File: src/rtl/fifo_uart_tx.sv
// Pops words from a 1-cycle-latency FIFO and sends each as an 8N1-style UART frame
// (start bit, WIDTH data bits LSB first, one stop bit). All outputs are registered.
module fifo_uart_tx #(
    parameter int WIDTH        = 8,
    parameter int CLKS_PER_BIT = 4
) (
    input  logic             clk,
    input  logic             rst,
    input  logic             enable,
    input  logic             empty,
    output logic             rd_e,
    input  logic [WIDTH-1:0] rd_data,
    output logic             tx,
    output logic             busy,
    output logic             tx_done
);

    localparam int BAUD_W = (CLKS_PER_BIT > 1) ? $clog2(CLKS_PER_BIT) : 1;
    localparam int BIT_W  = (WIDTH > 1) ? $clog2(WIDTH) : 1;

    localparam logic [BAUD_W-1:0] BAUD_LAST = BAUD_W'(CLKS_PER_BIT - 1);
    localparam logic [BAUD_W-1:0] BAUD_PEN  = BAUD_W'((CLKS_PER_BIT > 1) ? CLKS_PER_BIT - 2 : 0);
    localparam logic [BIT_W-1:0]  BIT_LAST  = BIT_W'(WIDTH - 1);

    typedef enum logic [2:0] {
        IDLE,
        POP,
        LATCH,
        START,
        DATA,
        STOP
    } state_t;

    state_t             state_reg;
    logic [BAUD_W-1:0]  baud_reg;
    logic [BIT_W-1:0]   bit_reg;
    logic [WIDTH-1:0]   shift_reg;
    logic [WIDTH-1:0]   shift_next;

    assign shift_next = shift_reg >> 1;

    // Outputs are assigned alongside each transition so they reflect the state being entered.
    always_ff @(posedge clk or posedge rst) begin
        if (rst) begin
            state_reg <= IDLE;
            baud_reg  <= '0;
            bit_reg   <= '0;
            shift_reg <= '0;
            tx        <= 1'b1;
            rd_e      <= 1'b0;
            busy      <= 1'b0;
            tx_done   <= 1'b0;
        end else begin
            case (state_reg)
                IDLE: begin
                    if (enable && !empty) begin
                        state_reg <= POP;
                        rd_e      <= 1'b1;
                        busy      <= 1'b1;
                    end
                end

                POP: begin
                    state_reg <= LATCH;
                    rd_e      <= 1'b0;
                end

                LATCH: begin
                    shift_reg <= rd_data;
                    baud_reg  <= '0;
                    state_reg <= START;
                    tx        <= 1'b0;
                end

                START: begin
                    if (baud_reg == BAUD_LAST) begin
                        baud_reg  <= '0;
                        bit_reg   <= '0;
                        state_reg <= DATA;
                        tx        <= shift_reg[0];
                    end else begin
                        baud_reg <= baud_reg + 1'b1;
                    end
                end

                DATA: begin
                    if (baud_reg == BAUD_LAST) begin
                        baud_reg  <= '0;
                        shift_reg <= shift_next;
                        if (bit_reg == BIT_LAST) begin
                            state_reg <= STOP;
                            tx        <= 1'b1;
                            tx_done   <= (CLKS_PER_BIT == 1);
                        end else begin
                            bit_reg <= bit_reg + 1'b1;
                            tx      <= shift_next[0];
                        end
                    end else begin
                        baud_reg <= baud_reg + 1'b1;
                    end
                end

                STOP: begin
                    if (baud_reg == BAUD_LAST) begin
                        baud_reg <= '0;
                        tx_done  <= 1'b0;
                        // empty is only consulted here and in IDLE, so a pop never races a frame.
                        if (enable && !empty) begin
                            state_reg <= POP;
                            rd_e      <= 1'b1;
                        end else begin
                            state_reg <= IDLE;
                            busy      <= 1'b0;
                        end
                    end else begin
                        baud_reg <= baud_reg + 1'b1;
                        tx_done  <= (baud_reg == BAUD_PEN);
                    end
                end

                default: begin
                    state_reg <= IDLE;
                    tx        <= 1'b1;
                    rd_e      <= 1'b0;
                    busy      <= 1'b0;
                    tx_done   <= 1'b0;
                end
            endcase
        end
    end

endmodule

File: config.mk
export PLATFORM = sky130hd
export DESIGN_NAME = fifo_uart_tx
export DESIGN_NICKNAME = d
export VERILOG_FILES = /design/src/rtl/fifo_uart_tx.sv
export SDC_FILE = /design/constraint.sdc
export NUM_CORES = 1
export LEC_CHECK = 0
export ABC_AREA = 1
export CELL_PAD_IN_SITES_DETAIL_PLACEMENT = 1
export CELL_PAD_IN_SITES_GLOBAL_PLACEMENT = 1
export CORE_AREA = 3 3 80 52
export DETAILED_ROUTE_END_ITERATION = 10
export DIE_AREA = 0 0 83 55
export PLACE_DENSITY = 0.72
export SETUP_SLACK_MARGIN = 0.1
export SLEW_MARGIN = 20
export SYNTH_ARGS = -nofsm -noshare
export SYNTH_HDL_FRONTEND = slang
export SYNTH_SLANG_ARGS = --single-unit
File: constraint.sdc
create_clock -name clk -period 1.3 [get_ports clk]
set_input_delay 0.13 -clock clk [delete_from_list [all_inputs] [get_ports clk]]
set_output_delay 0.13 -clock clk [all_outputs]
set_load 0.005 [all_outputs]
# [Word level (Yosys, flattened, before mapping)]
# Index checks and enable logic that the tools add are counted.
[totals] input_bits=12 ff_bits=20 wordCells=77
[op_classes] mux=30 addsub=2 bitwise_logic=4 eq_ne=15 reduce_logical=18
[ops] operator="3-bit 2-to-1 mux" n=8
[ops] operator="3-bit one-hot mux with 6 select lines" n=1
[ops] operator="8-bit one-hot mux with 2 select lines" n=1
[ops] operator="2-bit != test, second input constant" n=7
[ops] operator="1-bit 2-to-1 mux" n=12
[ops] operator="3-bit equality test, second input constant" n=3
[ops] operator="1-bit one-hot mux with 3 select lines" n=3
[ops] operator="3-bit OR reduction" n=3
[ops] operator="8-bit 2-to-1 mux" n=1
[ops] operator="4-bit AND reduction" n=2
[ops] operator="4-bit OR reduction" n=2
[ops] operator="3-bit by 2-bit equality test with 1-bit output, second input constant" n=2
[ops] operator="3-bit one-hot mux with 2 select lines" n=1
[ops] operator="3-bit AND reduction" n=2
[ops] operator="2-bit nonzero test" n=3
[ops] operator="5-bit AND reduction" n=1
[ops] operator="2-bit equality test, second input constant" n=2
[ops] operator="1-bit NOT" n=4
[ops] operator="1-bit one-hot mux with 4 select lines" n=1
[ops] operator="2-bit one-hot mux with 2 select lines" n=1
[ops] operator="2-bit AND reduction" n=2
[ops] operator="3-bit by 1-bit adder with 3-bit output, second input constant" n=1
[ops] operator="3-bit by 1-bit equality test with 1-bit output, second input constant" n=1
[ops] operator="3-bit logical NOT" n=1
[ops] operator="other kinds (4)" n=4

# [Depth between registers and ports, before layout]
# Gate-level depths: netlist of the first run.
[logic_depth] ltp_word=5 depth_mapped=9 ltp_nobuf=9

# [Worst setup path after synthesis of the first run]
# OpenSTA, ideal clock, no wires.
[synth_path] kind="reg-to-reg" from="register bit_reg[0]" to="register bit_reg[1]" path_buffers=0 setup_slack_ps=-41 setup_time_ps=126 stages_incl_launch_ff=9 arrival_ps=1215 cell_sequence="dfrtp_1 -> ha_1 -> ha_1 -> inv_1 -> nand3_1 -> nand2_1 -> nand2_1 -> nand2_1 -> o21ai_0"
[synth_via] elab_chain_len=4 elab_cells_between_ends=7
[synth_lines] item="from (decl)" line="36" rtl="logic [BIT_W-1:0] bit_reg;"
[synth_lines] item="from (signal assigned)" line="95" rtl="bit_reg <= bit_reg + 1'b1;"
[synth_lines] item="3-bit by 1-bit adder with 3-bit output" line="95"
[synth_lines] item="3-bit 2-to-1 mux" line="90" rtl="if (bit_reg == BIT_LAST) begin"
[synth_lines] item="3-bit 2-to-1 mux" line="87" rtl="if (baud_reg == BAUD_LAST) begin"
[synth_lines] item="3-bit one-hot mux with 2 select lines" line="54" rtl="case (state_reg)"
# Several ways; a longest one is shown, not always the timed one. The select of a mux whose other input is x is not followed.
# A chain may end at the register's enable or synchronous reset.

# [Worst setup path after layout of the first run]
[layout_path] from="register state_reg[0]" to="register busy"
[layout_via] elab_chain_len=4 elab_cells_between_ends=13
[layout_lines] item="from (decl)" line="34" rtl="state_t state_reg;"
[layout_lines] item="from (signal assigned)" line="45" rtl="state_reg <= IDLE;"
[layout_lines] item="from (signal assigned)" line="57" rtl="state_reg <= POP;"
[layout_lines] item="from (signal assigned)" line="64" rtl="state_reg <= LATCH;"
[layout_lines] item="3-bit equality test (tied with other cells)" line="54"
[layout_lines] item="4-bit OR reduction (no line)"
[layout_lines] item="1-bit NOT (no line)"
[layout_lines] item="4-bit AND reduction (no line)"
[layout_lines] item="to (signal assigned)" line="51" rtl="busy <= 1'b0;"
[layout_lines] item="to (signal assigned)" line="59" rtl="busy <= 1'b1;"
[layout_lines] item="to (signal assigned)" line="113" rtl="busy <= 1'b0;"
[layout_lines] item="to (decl)" line="14" rtl="output logic busy,"
# Several ways; a longest one is shown, not always the timed one.

==> flow_summary.ini, run 1 <==
[final_layout]
multi_input_gate_area_in_the_final_layout_um2 = 717
relative_area_change_from_synthesis_to_final_layout_pct = 50.7
register_area_um2 = 504
postLayoutCoreUtil_pct = 50.9
finalNetCount = 212
largest_reg_flops = 8
insertedDiodeCount = 0
n_fill_cell = 423
final_cells = 242
design_area_um2 = 1800
layout-drive-gt1-share_pct = 36.4

[pwr]
standby_leakage_power_nw = 0.882
power.density_cell_area_nw_per_um2 = 2390
ir_drop_mv = 0.859
p_total_w = 0.00429

[synthesis]
syn_inst = 158
yosysWarnings = 0
synth_top_flop_cell = dfrtp_1
synth_top_area_share_pct = 39.9
netlist_area_um2 = 1190
async_set_reset_flop_share_out_of_synthesis_pct = 100
synth_edf_count = 0
synth_top_cell_by_area = dfrtp_1
postSynthNetCount = 174
yosys_register_bits = 20
yosys.cell_count.top_type = nand2_1
yosysSeqAreaShare_pct = 42.1
synthesis.area_per_instance_um2 = 7.54
synth.cells.most_frequent = 53 x nand2_1, 21 x inv_1, 21 x o21ai_0
synth_area_leaders = dfrtp_1 40%, nand2_1 17%, o21ai_0 8.8%, inv_1 6.6%, nand3_1 5.0%
netlist-cell-type-count = 20

[worst_setup_path]
worst_path_slowest_cell = dfrtp_2
worst_path_largest_cell_delay_ps = 500
cp.buffers_inverters = 2
path_delay_family = flip-flops
cp-endpoint = busy
worstPathArrival_ps = 1600
startpoint = state_reg[0]
worst-setup-path-type = reg2reg
critPathRequiredTime_ps = 1500
cp-start-kind = flop
worstReg2RegEnd = busy
worst_r2r_startpoint = state_reg[0]
r2r.worst_path.cells = 6
critical_path.endpoint_type = flop
cp_cell_sequence = buf_4 -> nand4_1 -> buf_4 -> nand4_1 -> nand2_1 -> nand2_1
ff2ff_setup_slack_ps = -100
worst-path-stages = 6
crit_path_max_fanout = 6

[sta]
worst_slew_pin_slew_ps = 281
setup_tns_ps = -584
finalMaxSlewViolations = 0
fmaxAchievable_mhz = 714
finalCriticalPeriod_ps = 1400
unrepaired_setup_endpoints_after_global_routing = yes
fin_ws_ps = -100
relSlewSlack_pct = 81.3
final.setup_skew_ps = 6.98
report.final.setup_viol = 16
total_count_of_hold_check_failures_in_the_final_report = 0
final.period_utilization_pct = 108

[route]
met2_wirelength_um = 1950
post-route-drc-count = 0
detailroute.wirelength.met3_um = 87
final_antenna_net_count = 0
route.vias.total = 1180
firstDrtPassIters = 4
maxUsedRoutingLayer = met4
drt_first_iter_violations = 37
vias_per_cell = 4.88
routed_wire_length_per_instance_um = 16.1
met1Wirelength_um = 1830
route.final.wire_length_um = 3890

[clocking]
cts-buffers-inserted = 3
worstSkewPairLatency_ps = 270
clk_transition_reported_paths_ps = 90
clock-sinks = 20
max-clock-path-buffers = 2
cts-root-buf = clkbuf_8
tritoncts = done
post_cts_hold_buffer_count = 0
cts-htree-levels = 1

[run_status]
failed_checks = negative setup slack
status = finished with violations

[global_routing]
globalRouteOverflowTotal = 0
grt_antenna_before_repair = 0
grt_pass1_wl_um = 5890
gr-usage-all-layers_pct = 16.8
first_global_vias = 1193
largest_net_degree_at_the_start_of_global_routing = 21

[die]
rows = 17
pin_count = 16
floorplan.die.width_um = 83
coreArea_um2 = 3530
dieHeight_um = 55
effective_utilization_at_floorplan_pct = 33.7
die_area_um2 = 4570

[hold_path]
timing.hold.worst.class = in2async

[placement]
place_congestion = 0.962
place.detailed.hpwl_um = 2710
placed_cell_area_um2 = 1560
place.detailed.instances = 234
port_buffers = 15

[run]
maxCapViolCount = 0
layer usage:
layer	global-route usage, %	vias up
li1	-	576
met1	21.3	587
met2	30.7	13
met3	3.70	4
met4	2.45	0
met5	0	-
cell type report:
class | instances | share of cell area [%]
multi-input combinational | 112 | 39.9
sequential | 20 | 28.1
timing repair buffer | 38 | 20.2
inverter | 21 | 4.53
tap | 47 | 3.28
clock buffer | 3 | 2.30
clock inverter | 1 | 1.67
worst min-delay path: cells and delay by family:
kind | cells | cell delay [ps]
buffers and inverters | 3 | 710
how the worst min path moves through the flow:
stage / to / startpoint
floorplan: baud_reg[0] / rst
global placement: busy / busy
detailed placement: tx / tx
CTS: shift_reg[3] / rst
global route: shift_reg[3] / rst
finish: shift_reg[7] / rst
cells in the final DEF, fill, tap and decap left out, types with 2 or more instances in the layout:
cell	count
nand2_1	39
buf_4	18
inv_1	17
dfrtp_1	17
clkdlybuf4s50_1	11
nand2_2	10
o21ai_1	10
o21ai_0	8
nand3_1	7
o21ai_2	6
nand3_2	4
nor2_1	4
nor2_2	4
dlygate4sd2_1	4
inv_2	3
nand2_4	3
clkbuf_8	3
buf_12	3
nand2_8	2
nand4_1	2
a21oi_1	2
ha_2	2
buf_6	2
dfrtp_2	2
timing repair:
action                     4_1_cts  5_1_grt
gates resized for setup         34       23
pin swaps                        9        7
setup endpoints to repair       24       19
setup buffers                    3        1
power by group:
part	total, W	switching [W]	internal [W]
sequential	0.00115	0.000233	0.000914
combinational	0.00249	0.00142	0.00108
clock	0.000643	0.000232	0.000411
total	0.00429	0.00188	0.00240
logic make-up after synthesis:
kind of cell,share of synthesized area (%)
buffers and inverters,10.7
AND/OR/NAND/NOR,29.4
flip-flops,42.1
AO/OA/AOI/OAI,13.6
adder cells (fa/ha/maj),4.20
stage by stage:
step,setup WS (ps),hold WS (ps)
3_5_place_dp,-122,479
3_3_place_gp,-78.4,453
6_report,-100,185
5_1_grt,-165,230
2_1_floorplan,36.5,93.1
4_1_cts,-51.3,200
No activity file was read; power rests on OpenSTA's default activity.
==> inputs of run 2 (changes only) <==
--- a/config.mk
+++ b/config.mk
@@ -13,6 +13,7 @@
 export DIE_AREA = 0 0 83 55
 export PLACE_DENSITY = 0.72
 export SETUP_SLACK_MARGIN = 0.1
+export SKIP_LAST_GASP = 1
 export SLEW_MARGIN = 20
 export SYNTH_ARGS = -nofsm -noshare
 export SYNTH_HDL_FRONTEND = slang
==> flow_summary.ini, run 2 (synthesis results as in run 1) <==
[clocking]
tritoncts = done
clk_transition_reported_paths_ps = 80
cts-root-buf = clkbuf_8
cts-htree-levels = 1
max-clock-path-buffers = 2
worstSkewPairLatency_ps = 260
cts-buffers-inserted = 3
clock-sinks = 20

[sta]
fin_ws_ps = -83.4
final.period_utilization_pct = 106
finalMaxSlewViolations = 0
final.hold.worst_slack_ps = 192
relSlewSlack_pct = 81.3
total_count_of_hold_check_failures_in_the_final_report = 0
worst_slew_pin_slew_ps = 281
report.final.setup_viol = 14
unrepaired_setup_endpoints_after_global_routing = yes
final.setup_skew_ps = 6.52
finalCriticalPeriod_ps = 1380
fmaxAchievable_mhz = 723

[placement]
place_congestion = 0.962
port_buffers = 15
place.detailed.hpwl_um = 2710
placed_cell_area_um2 = 1560
place.detailed.instances = 234
post-place-ws_ps = -122

[global_routing]
globalRouteOverflowTotal = 0
largest_net_degree_at_the_start_of_global_routing = 21
grt_antenna_before_repair = 0
first_global_vias = 1185
gr-usage-all-layers_pct = 16.6
grt_pass1_wl_um = 5850

[worst_setup_path]
critical_path.endpoint_type = flop
critPathRequiredTime_ps = 1450
worst-setup-path-type = reg2reg
cp-start-kind = flop
r2r.worst_path.cells = 7
cp.buffers_inverters = 1
worst_path_largest_cell_delay_ps = 500
path_delay_family = simple AND/OR/NAND/NOR gates
cp_cell_sequence = nor2_8 -> buf_12 -> nand3_4 -> nand2_4 -> nand2_8 -> nand2_2 -> o21ai_2
crit_path_max_fanout = 8
worst_r2r_startpoint = state_reg[1]
worstPathArrival_ps = 1540
worst_path_slowest_cell = dfrtp_2
ff2ff_setup_slack_ps = -80
worstReg2RegEnd = bit_reg[0]

[pwr]
p_comb_share_pct = 57.7
power.net_switching_w = 0.00186
p_total_w = 0.00422
share_clk_of_total_power_pct = 15.0
seq_power_share_pct = 27.3
power.density_cell_area_nw_per_um2 = 2340
ir_drop_mv = 0.798
intPower_w = 0.00237
power_switching_share_pct = 44.0
standby_leakage_power_nw = 0.889

[route]
vias_per_cell = 4.82
routed_wire_length_per_instance_um = 15.4
drt_first_iter_violations = 62
route.final.wire_length_um = 3750
firstDrtPassIters = 4
route.vias.total = 1171
final_antenna_net_count = 0
post-route-drc-count = 0

[run]
maxCapViolCount = 0

[final_layout]
final_cells = 243
relative_area_change_from_synthesis_to_final_layout_pct = 51.4
design_area_um2 = 1800
mostFrequentLayoutCells = 41 x nand2_1, 19 x buf_4, 17 x inv_1, 17 x dfrtp_1, 12 x o21ai_0
finalNetCount = 213
insertedDiodeCount = 0
layout.cells.most_common = nand2_1
largest_reg_flops = 8
layout-drive-gt1-share_pct = 35.7

[run_status]
failed_checks = negative setup slack
status = finished with violations

[hold_path]
timing.hold.worst.class = in2async

[die]
pin_count = 16
rows = 17
effective_utilization_at_floorplan_pct = 33.7
dieHeight_um = 55
floorplan.die.width_um = 83
coreArea_um2 = 3530
die_area_um2 = 4570
[run 2: final cells by class]
type	count	area, um^2
clock buffer	3	41.3
clock inverter	1	30.0
fill	424	1730
inverter	21	78.8
multi-input combinational	112	719
sequential	20	504
tap	47	58.8
timing repair buffer	39	370
[run 2: metrics by stage]
step	TNS, ps	utilization [%]
2_1_floorplan	0	-
3_3_place_gp	-168	44.1
3_5_place_dp	-902	44.1
4_1_cts	-395	48.4
5_1_grt	-1780	51.1
6_report	-579	51.1
[run 2: worst reg2reg max path, cell delays in order, from the launching register on]
cell	delay (ps)
dfrtp_2	500
nor2_8	190
buf_12	140
nand3_4	110
nand2_4	120
nand2_8	80
nand2_2	80
o21ai_2	50
[run 2: how the worst max path moves through the flow]
stage	startpoint	to	slack [ps]	cells past startpoint
floorplan	state_reg[0]	shift_reg[2]	40	6
global placement	state_reg[0]	state_reg[0]	-80	7
detailed placement	state_reg[1]	state_reg[2]	-120	7
CTS	baud_reg[1]	shift_reg[3]	-70	7
global route	baud_reg[1]	busy	-150	7
finish	state_reg[1]	bit_reg[0]	-80	7
[run 2: layer usage]
layer / routed length (um) / global-route usage [%] / vias to the layer above
met4: 41 / 2.45 / 0
li1: - / - / 579
met2: 1790 / 30.3 / 18
met5: 0 / 0 / -
met1: 1820 / 21.2 / 567
met3: 105 / 3.70 / 7
[run 2: timing repair]
| item | in CTS | in global routing |
|---|---|---|
| pin swaps | 8 | 13 |
| resized for setup | 31 | 20 |
| buffers inserted | 3 | 2 |
| hold buffers | 0 | 0 |
| setup endpoints to repair | 24 | 19 |
[run 2: power by group through the flow]
stage / logic (W) / clock network, W / registers, W
6_report: 0.00244 / 0.000632 / 0.00115
5_1_grt: 0.00270 / 0.000684 / 0.00118
4_1_cts: 0.00224 / 0.000650 / 0.00113
3_5_place_dp: 0.00205 / 0 / 0.00113
3_3_place_gp: 0.00194 / 0 / 0.00111
2_1_floorplan: 0.00129 / 0 / 0.00103
==> inputs of run 3 (changes only) <==
--- a/config.mk
+++ b/config.mk
@@ -6,12 +6,14 @@
 export NUM_CORES = 1
 export LEC_CHECK = 0
 export ABC_AREA = 1
+export ABC_CLOCK_PERIOD_IN_PS = 1300
 export CELL_PAD_IN_SITES_DETAIL_PLACEMENT = 1
-export CELL_PAD_IN_SITES_GLOBAL_PLACEMENT = 1
-export CORE_AREA = 3 3 80 52
+export CELL_PAD_IN_SITES_GLOBAL_PLACEMENT = 2
+export CORE_AREA = 3 3 89 57
+export CTS_CLUSTER_DIAMETER = 100
 export DETAILED_ROUTE_END_ITERATION = 10
-export DIE_AREA = 0 0 83 55
-export PLACE_DENSITY = 0.72
+export DIE_AREA = 0 0 92 60
+export PLACE_DENSITY = 0.74
 export SETUP_SLACK_MARGIN = 0.1
 export SKIP_LAST_GASP = 1
 export SLEW_MARGIN = 20
==> flow_summary.ini, run 3 (synthesis results as in run 1) <==
[run_status]
status = finished with violations
failed_checks = negative setup slack

[final_layout]
layout-drive-gt1-share_pct = 31.3
insertedDiodeCount = 0
largest_reg_flops = 8
layout.cells.most_common = nand2_1
multi_input_gate_area_in_the_final_layout_um2 = 653
mostFrequentLayoutCells = 45 x nand2_1, 26 x buf_4, 17 x inv_1, 17 x dfrtp_1, 12 x o21ai_1
relative_area_change_from_synthesis_to_final_layout_pct = 48.5
n_fill_cell = 529
final_cells = 261
register_area_um2 = 504
design_area_um2 = 1770
finalNetCount = 218

[pwr]
p_comb_share_pct = 59.8
ir_drop_mv = 0.620
intPower_w = 0.00229
power_switching_share_pct = 43.2
standby_leakage_power_nw = 0.888
share_clk_of_total_power_pct = 12.5
seq_power_share_pct = 27.7
power.net_switching_w = 0.00174
power.density_cell_area_nw_per_um2 = 2280

[worst_setup_path]
worst_r2r_startpoint = state_reg[2]
path_delay_family = simple AND/OR/NAND/NOR gates
r2r.worst_path.cells = 7
worst-setup-path-type = reg2reg
worst_path_largest_cell_delay_ps = 440
worstPathArrival_ps = 1550
critPathRequiredTime_ps = 1470
worst_path_slowest_cell = dfrtp_1
ff2ff_setup_slack_ps = -80
timing.critical_path.mode_cell = nand2_1
cp-start-kind = flop
critical_path.endpoint_type = flop
worstReg2RegEnd = state_reg[0]
crit_path_max_fanout = 10
cp.buffers_inverters = 1
cp_cell_sequence = buf_12 -> nor2_1 -> nand2_1 -> nand2_2 -> nor2_4 -> nand3_1 -> nand2_1

[global_routing]
largest_net_degree_at_the_start_of_global_routing = 21
grt_pass1_wl_um = 5630
grt_antenna_before_repair = 0
gr-usage-all-layers_pct = 13.4
first_global_vias = 1142
globalRouteOverflowTotal = 0

[sta]
setup_tns_ps = -397
fmaxAchievable_mhz = 724
finalCriticalPeriod_ps = 1380
finalMaxSlewViolations = 0
fin_ws_ps = -80.8
final.setup_skew_ps = 5.60
final.period_utilization_pct = 106
relSlewSlack_pct = 80.7
total_count_of_hold_check_failures_in_the_final_report = 0
report.final.setup_viol = 13
worst_slew_pin_slew_ps = 290
unrepaired_setup_endpoints_after_global_routing = yes

[die]
coreArea_um2 = 4190
dieHeight_um = 60
effective_utilization_at_floorplan_pct = 28.4
floorplan.die.width_um = 92
rows = 18
die_area_um2 = 5520
pin_count = 16

[clocking]
post_cts_hold_buffer_count = 0
max-clock-path-buffers = 2
cts-htree-levels = 1
clk_transition_reported_paths_ps = 80
worstSkewPairLatency_ps = 270
clock-sinks = 20
cts-buffers-inserted = 3
tritoncts = done
cts-root-buf = clkbuf_8

[run]
maxCapViolCount = 0

[route]
route.final.wire_length_um = 3490
maxUsedRoutingLayer = met4
route.vias.total = 1147
met1Wirelength_um = 1720
met2_wirelength_um = 1640
firstDrtPassIters = 4
final_antenna_net_count = 0
detailroute.wirelength.met3_um = 97
drt_first_iter_violations = 60
routed_wire_length_per_instance_um = 13.4
vias_per_cell = 4.39
post-route-drc-count = 0

[placement]
place.detailed.hpwl_um = 2510
port_buffers = 15
place_congestion = 0.902
placed_cell_area_um2 = 1580
place.detailed.instances = 248

[hold_path]
timing.hold.worst.class = in2async
run 3: how the worst max path moves through the flow:
stage / cells after the start / endpoint / slack (ps) / from
floorplan: 6 / shift_reg[2] / 40 / state_reg[0]
global placement: 7 / state_reg[0] / -50 / state_reg[0]
detailed placement: 7 / shift_reg[3] / -100 / state_reg[0]
CTS: 8 / bit_reg[1] / -40 / bit_reg[0]
global route: 7 / state_reg[0] / -150 / state_reg[2]
finish: 7 / state_reg[0] / -80 / state_reg[2]
run 3: final cells by class:
cell class | instances | area share [%]
sequential | 20 | 28.5
timing repair buffer | 44 | 22.6
clock buffer | 4 | 3.11
tap | 60 | 4.24
inverter | 21 | 4.60
multi-input combinational | 112 | 36.9
run 3: what timing repair did:
item / 4_1_cts / 5_1_grt
resized for setup: 22 / 14
pin swaps: 10 / 5
setup endpoints to repair: 23 / 19
buffers inserted: 7 / 2
run 3: layer usage:
layer,global-route usage [%],vias to the layer above
met5,0,-
met4,3.17,0
met3,3.65,4
met2,21.6,13
met1,18.2,538
li1,-,592
run 3: power groups by stage:
stage / clock network [W] / registers [W] / logic [W]
2_1_floorplan: 0 / 0.00103 / 0.00129
5_1_grt: 0.000548 / 0.00116 / 0.00270
3_5_place_dp: 0 / 0.00113 / 0.00201
4_1_cts: 0.000534 / 0.00112 / 0.00222
6_report: 0.000505 / 0.00112 / 0.00241
3_3_place_gp: 0 / 0.00112 / 0.00194
run 3: worst min-delay path: cells and delay by family:
kind	cells	cell delay [ps]
buffers and inverters	3	730
run 3: through the flow:
step                power, W  setup slack, ps  util (%)  hold WS, ps
floorplan            0.00232             36.5         -         93.1
global placement     0.00306            -51.9      37.7          455
detailed placement   0.00314             -104      37.7          465
CTS                  0.00387            -43.2      40.6          207
global route         0.00441             -154      42.2          220
finish               0.00403            -80.8      42.2          202
